[config.mk]
export PLATFORM = sky130hd
export DESIGN_NAME = io_timer
export DESIGN_NICKNAME = d
export VERILOG_FILES = /design/src/rtl/io_timer.sv
export SDC_FILE = /design/constraint.sdc
export NUM_CORES = 1
export LEC_CHECK = 0
export ABC_AREA = 1
export BUFFER_PORTS_ARGS = -buffer_cell sky130_fd_sc_hd__buf_4
export CELL_PAD_IN_SITES_DETAIL_PLACEMENT = 0
export CELL_PAD_IN_SITES_GLOBAL_PLACEMENT = 2
export CORE_MARGIN = 5
export CORE_UTILIZATION = 30
export CTS_CLUSTER_DIAMETER = 150
export DETAILED_ROUTE_END_ITERATION = 10
export GPL_TIMING_DRIVEN = 0
export PLACE_DENSITY = 0.75
export SYNTH_ARGS = -nofsm -noshare
export SYNTH_HDL_FRONTEND = slang
export SYNTH_SLANG_ARGS = --single-unit
[constraint.sdc]
create_clock -name iClock -period 1.5 [get_ports iClock]
set_input_delay 0 -clock iClock [delete_from_list [all_inputs] [get_ports iClock]]
set_output_delay 0 -clock iClock [all_outputs]
set_load 0.01 [all_outputs]
[src/rtl/io_timer.sv]
// io_timer: DIV/TIMA/TMA/TAC timer peripheral with falling-edge TIMA clocking, TMA reload and sticky IRQ.
// Optional macro TIMER_OVERFLOW_DELAY_EN builds the 4-tick delayed reload after a TIMA overflow.
module io_timer #(
  parameter logic [15:0] BASE_ADDR    = 16'hFF04,
  parameter int          CLK_PER_TICK = 1
) (
  input  logic        iClock,
  input  logic        iReset,
  input  logic [15:0] iAddr,
  input  logic [7:0]  iData,
  input  logic        iWe,
  output logic [7:0]  oData,
  output logic        oHit,
  input  logic        iIrqAck,
  output logic        oTimerIrq
);

  localparam int            PW            = (CLK_PER_TICK > 1) ? $clog2(CLK_PER_TICK) : 1;
  localparam logic [PW-1:0] PRESCALE_LAST = PW'(CLK_PER_TICK - 1);

  logic [PW-1:0] prescale;
  logic          tick;
  logic [15:0]   counter;
  logic [7:0]    tima;
  logic [7:0]    tma;
  logic [2:0]    tac;
  logic [15:0]   offset;
  logic [1:0]    reg_sel;
  logic          wr_div;
  logic          wr_tima;
  logic          wr_tma;
  logic          wr_tac;
  logic          counter_bit;
  logic          sel;
  logic          sel_q;
  logic          fall;
  logic [7:0]    reload_val;
  logic [7:0]    rd_val;
  logic          irq_set;

  // Unsigned offset wraps for addresses below BASE_ADDR, so one range test covers both sides.
  assign offset  = iAddr - BASE_ADDR;
  assign oHit    = (offset[15:2] == 14'd0);
  assign reg_sel = offset[1:0];

  assign wr_div  = iWe && oHit && (reg_sel == 2'd0);
  assign wr_tima = iWe && oHit && (reg_sel == 2'd1);
  assign wr_tma  = iWe && oHit && (reg_sel == 2'd2);
  assign wr_tac  = iWe && oHit && (reg_sel == 2'd3);

  assign tick = (prescale == PRESCALE_LAST);

  always_ff @(posedge iClock or negedge iReset) begin
    if (!iReset) begin
      prescale <= '0;
      counter  <= '0;
    end else if (wr_div) begin
      prescale <= '0;
      counter  <= '0;
    end else if (tick) begin
      prescale <= '0;
      counter  <= counter + 16'd1;
    end else begin
      prescale <= prescale + PW'(1);
    end
  end

  always_comb begin
    counter_bit = 1'b0;
    case (tac[1:0])
      2'b00:   counter_bit = counter[9];
      2'b01:   counter_bit = counter[3];
      2'b10:   counter_bit = counter[5];
      default: counter_bit = counter[7];
    endcase
  end

  // Any drop of sel clocks TIMA, including drops caused by DIV resets or TAC writes.
  assign sel  = tac[2] & counter_bit;
  assign fall = sel_q & ~sel;

  always_ff @(posedge iClock or negedge iReset) begin
    if (!iReset) begin
      sel_q <= 1'b0;
    end else begin
      sel_q <= sel;
    end
  end

  assign reload_val = wr_tma ? iData : tma;

`ifdef TIMER_OVERFLOW_DELAY_EN
  // state | meaning
  // IDLE  | TIMA counting normally
  // DELAY | TIMA overflowed and reads 00; TMA reload and IRQ on the 4th tick
  typedef enum logic {IDLE, DELAY} state_t;

  state_t     state;
  logic [1:0] dly_cnt;
  logic       reload_now;

  assign reload_now = (state == DELAY) && tick && (dly_cnt == 2'd3);
  assign irq_set    = reload_now && !wr_tima;

  always_ff @(posedge iClock or negedge iReset) begin
    if (!iReset) begin
      state   <= IDLE;
      dly_cnt <= 2'd0;
      tima    <= 8'h00;
    end else begin
      if (wr_tima) begin
        tima  <= iData;
        state <= IDLE;
      end else if (reload_now) begin
        tima  <= reload_val;
        state <= IDLE;
      end else if (fall) begin
        if (tima == 8'hFF) begin
          tima    <= 8'h00;
          state   <= DELAY;
          dly_cnt <= 2'd0;
        end else begin
          tima <= tima + 8'd1;
        end
      end
      if ((state == DELAY) && tick && !reload_now) begin
        dly_cnt <= dly_cnt + 2'd1;
      end
    end
  end
`else
  assign irq_set = fall && (tima == 8'hFF) && !wr_tima;

  always_ff @(posedge iClock or negedge iReset) begin
    if (!iReset) begin
      tima <= 8'h00;
    end else if (wr_tima) begin
      tima <= iData;
    end else if (fall) begin
      tima <= (tima == 8'hFF) ? reload_val : tima + 8'd1;
    end
  end
`endif

  always_ff @(posedge iClock or negedge iReset) begin
    if (!iReset) begin
      tma <= 8'h00;
      tac <= 3'b000;
    end else begin
      if (wr_tma) tma <= iData;
      if (wr_tac) tac <= iData[2:0];
    end
  end

  always_ff @(posedge iClock or negedge iReset) begin
    if (!iReset) begin
      oTimerIrq <= 1'b0;
    end else if (irq_set) begin
      oTimerIrq <= 1'b1;
    end else if (iIrqAck) begin
      oTimerIrq <= 1'b0;
    end
  end

  always_comb begin
    rd_val = 8'hFF;
    if (oHit) begin
      case (reg_sel)
        2'd0:    rd_val = counter[15:8];
        2'd1:    rd_val = tima;
        2'd2:    rd_val = tma;
        default: rd_val = {5'b11111, tac};
      endcase
    end
  end

  always_ff @(posedge iClock or negedge iReset) begin
    if (!iReset) begin
      oData <= 8'h00;
    end else begin
      oData <= rd_val;
    end
  end

endmodule

# Yosys cells after proc, flatten, opt, wreduce, memory -nomap -nowiden
# Index checks and enable logic that the tools add are counted.
[word_totals]
regBits = 46
input_bits = 28
out_inout_bits = 10
wordCells = 48
[op_classes]
add_sub_neg = 4
eq_ne = 7
mux = 13
bitwise = 3
reduce_logical = 13
[ops]
columns = ["cell", "n"]
rows = [
  ["2-to-1 mux 8 bit", 5],
  ["2-to-1 mux 16 bit", 2],
  ["one-hot mux 8 bit (3 select lines)", 1],
  ["adder 16 x 1 -> 16 bit (second input constant)", 1],
  ["subtractor 16 bit (second input constant)", 1],
  ["zero test 14 bit", 1],
  ["adder 8 x 1 -> 8 bit (second input constant)", 1],
  ["equality test 8 bit (second input constant)", 1],
  ["logical AND 1 bit", 7],
  ["equality test 2 bit (second input constant)", 3],
  ["equality test 2 x 1 -> 1 bit (second input constant)", 2],
  ["zero test 2 bit", 2],
  ["2-to-1 mux 1 bit", 4],
  ["nonzero test 2 bit", 2],
  ["one-hot mux 1 bit (3 select lines)", 1],
  ["bitwise AND 1 bit", 2],
  ["inequality test 2 x 1 -> 1 bit (second input constant)", 1],
  ["adder 1 bit (second input constant)", 1],
  ["zero test 1 bit", 1],
  ["NOT 1 bit", 1],
]

# Longest topological paths before layout
[logic_depth]
depth_word = 8
ltp_mapped = 13

# Worst setup path after synthesis
# Ideal clock, no wire load.
[synth_path]
kind = "reg2reg"
startpoint = "register tima[0]"
endpoint = "register tima[7]"
setup_time_ns = 0.116
arrival_time_ns = 1.306
required_ns = 1.384
slack_ns = 0.078
stages_incl_launch_ff = 13
path_buffers = 0
synth_period_minus_slack_ns = 1.422
cell_sequence = "dfrtp_1 > ha_1 > nand3_2 > nor2_2 > nand2_2 > nor2_2 > nand2_2 > nand2_1 > nand2_1 > inv_1 > nand2_1 > nand2_1 > nand2_1"
[synth_between]
elab_chain_cells = 4
word_cells_on_any_way = 5
cone_classes = "1 x add/sub; 1 x eq/ne; 3 x mux"
[synth_rtl]
columns = ["item", "line_no", "source"]
rows = [
  ["start, declared", "24", "logic [7:0] tima;"],
  ["start signal, assigned", "138", "tima <= iData;"],
  ["start signal, assigned", "140", "tima <= (tima == 8'hFF) ? reload_val : tima + 8'd1;"],
  ["adder 8 x 1 -> 8 bit / equality test 8 bit (equally long branches)", "140", ""],
  ["2-to-1 mux 8 bit *", "140", ""],
  ["2-to-1 mux 8 bit *", "139", "end else if (fall) begin"],
  ["2-to-1 mux 8 bit *", "137", "end else if (wr_tima) begin"],
]
# Every way passes the cells marked *; elsewhere a longest branch is shown, timed or not. The select of a mux whose other input is x is not followed.
# A chain may end at the register's enable or synchronous reset.

# Final worst setup path
[layout_path]
startpoint = "register counter[2]"
endpoint = "register counter[15]"
[layout_between]
elab_chain_cells = 3
[layout_rtl]
columns = ["item", "line_no", "source"]
rows = [
  ["start, declared", "23", "logic [15:0] counter;"],
  ["start signal, assigned", "62", "counter <= counter + 16'd1;"],
  ["adder 16 x 1 -> 16 bit", "62", ""],
  ["2-to-1 mux 16 bit", "60", "end else if (tick) begin"],
  ["2-to-1 mux 16 bit", "57", "end else if (wr_div) begin"],
]
# No other way between the ends. The select of a mux whose other input is x is not followed.

==> results.ini <==
[run_status]
run_status = complete, but fails checks
violations = setup timing

[cts]
clock_latency_ps = 300
cts_tree = done
cts_made_buffers = 5
h-tree-depth = 2
clkSlewWorstSetupHoldPaths_ps = 90
cts_root_buffer = clkbuf_8
cts.path.max_buffers = 2
clkSinkCount = 45

[pwr]
power_switching_uw = 851
switching_share_pct = 30.4
internal_power_uw = 1950
vdd.ir_drop.worst_mv = 0.335
power_leakage_uw = 0.00160
pwr-share-seq_pct = 51.2
comb_power_share_pct = 21.2
clkPwrFrac_pct = 27.6
power_density_nw_per_um2 = 834

[drt]
ant_nets = 0
drt-initial-drc-count = 53
num_vias = 2255
wl_um = 6560
wl_per_cell_um = 13.0
vias_per_cell = 4.47
drtPass1Iterations = 4
drc_errors = 0

[setup_path]
path_class = reg2reg
end_kind = register
cp_data_required_time_ps = 1690
crit_fanout = 4
worst-r2r-setup-slack_ps = -50
cp.arrival_ps = 1740
cp-start-kind = register

[global_route]
gr-usage-met3_pct = 2.71
grt_use_total_pct = 13.3
met2_usage_pct = 21.9
grt_max_degree = 46
grt_overflow_total = 0
grt_pass1_wl_um = 11000
met1_usage_pct = 17.6
antenna_found_initial = 0
busiest_layer = met2
grt_pass1_vias = 2232

[sta]
relSlewSlack_pct = 59.7
tightest_slew_ps = 605
drv_slew = 0
setup_ws_ps = -50.1
finalHoldViolCount = 0
hold_slack_ps = 21.8
rsz0062_at_grt = true
setup_tns_ps = -72.5
max_freq_mhz = 645
fin_skew_ps = 6.54
finalCriticalPeriod_ps = 1550
finalSetupViolCount = 4
fin_crit_sh_pct = 103

[floorplan]
rows = 34
die_y_um = 103
die_w_um = 103
start_util_pct = 30.3
num_io_pins = 38
core_um2 = 8550
die_area_um2 = 10600

[yosys]
synth_nets = 361
yosysUniqueCellTypes = 40
syn-cell-area_um2 = 2590
synth-edff-count = 0
yosysMostFrequentCell = nand2_1
ys_seq_area_share_pct = 43.4
yosys-top-cells-area = dfrtp_1 43%, nand2_1 12%, inv_1 8.1%, nand3_1 4.4%, o21ai_0 3.7%
synth_area_per_cell_um2 = 7.83
synth_top_area_cell = dfrtp_1
synth_common_cells = 84 x nand2_1, 56 x inv_1, 45 x dfrtp_1, 24 x nor2_1, 23 x nand3_1
yosys.area.top_type_share_pct = 43.4
async_flop_share_pct = 100
ys.flop_type = dfrtp_1
synth-seq-cells = 45
synth_cells = 331
yosys_warnings = 0

[final_layout]
antenna_cells = 0
fillers = 898
final_nets = 426
design_area_um2 = 3360
final_util_pct = 39.3
drive_gt1_share_pct = 28.8
area_growth_pct = 29.5

[placed_design]
port_buffers = 36
postPlaceCellArea_um2 = 3000
gp_congestion = 0.770
hpwlAfterDp_um = 4890

[min_path]
hold_class = in2reg

[flow_run]
cap_violations = 0

==> sequential cells by signal, indices dropped and copies added (netlist names) <==
signal	count
oTimerIrq	1
sel_q	1
oData	8
tima	8
tac	3
counter	16
tma	8
==> placed cells by master (no fill, tap or decap), drive strengths merged, types with 3 or more instances in the layout <==
master / instances
a21oi: 4
a221oi: 3
buf: 52
clkbuf: 7
clkinv: 3
dfrtp: 45
dlygate4sd3: 9
inv: 60
nand2: 94
nand3: 28
nand4: 4
nor2: 35
nor3: 5
o2111ai: 5
o211ai: 4
o21ai: 24
o22ai: 3
==> worst paths after layout <==
check / from / endpoint / depth (start not counted)
worst min-delay path: iData[1] / tac[1] / 3
worst min register to register: tac[2] / tac[2] / 2
worst max-delay path: counter[2] / counter[15] / 9
worst max register to register: counter[2] / counter[15] / 9
max in group asynchronous: iReset / counter[5] / 2
min in group asynchronous: iReset / counter[15] / 2
==> power groups by stage <==
stage | combinational [µW] | clock (µW) | sequential [µW]
2_1_floorplan | 341 | 0 | 1410
3_3_place_gp | 490 | 0 | 1440
3_5_place_dp | 499 | 0 | 1440
4_1_cts | 560 | 803 | 1430
5_1_grt | 683 | 849 | 1440
6_report | 593 | 772 | 1430
==> cells by family after synthesis <==
family	synth area share (%)
AO/OA/AOI/OAI	10.1
XOR/XNOR	1.35
adder cells (fa/ha/maj)	0.965
buffers and inverters	10.5
flip-flops	43.4
AND/OR/NAND/NOR	33.6
==> layer usage <==
layer,vias to the layer above,share of wire (%),wire (µm)
li1,1183,-,-
met1,1039,48,3180
met2,24,47,3110
met3,9,2.7,174
met4,0,1.5,101
met5,-,0,0
==> area by class of cell <==
type                       instances  area [µm²]  share of cell area (%)
inverter                          63         251                    7.49
tap                              108         135                    4.03
timing repair buffer              58         462                    13.8
buffer                             3        23.8                   0.708
sequential                        45        1130                    33.6
clock buffer                       7        86.3                    2.57
multi-input combinational        220        1270                    37.9
==> metrics by stage <==
step,total power (µW),std cells,setup WS (ps)
after floorplan,1750,331,77.8
after global placement,1930,475,-156
after detailed placement,1940,475,-151
after CTS,2790,498,-70.2
after global routing,2980,504,-147
final,2800,504,-50.1
==> critical path, stage by stage (launching register included) <==
cell and delay, ps:
dfrtp_1 400, nand2_1 120, nor2_4 150, nand3_2 130, nor3_4 170, nand3_2 120, nor3_2 170, nand3_1 90
nand2_1 60, inv_1 30
==> what timing repair did <==
item / 4_1_cts / 5_1_grt
resized for setup: 16 / 12
setup buffers: 7 / 6
endpoints found under the setup margin: 12 / 15
endpoints found under the hold margin: 54 / 0
pin swaps: 10 / 7
hold buffers: 9 / 0
Note: power is estimated with default switching activity, not from simulation.
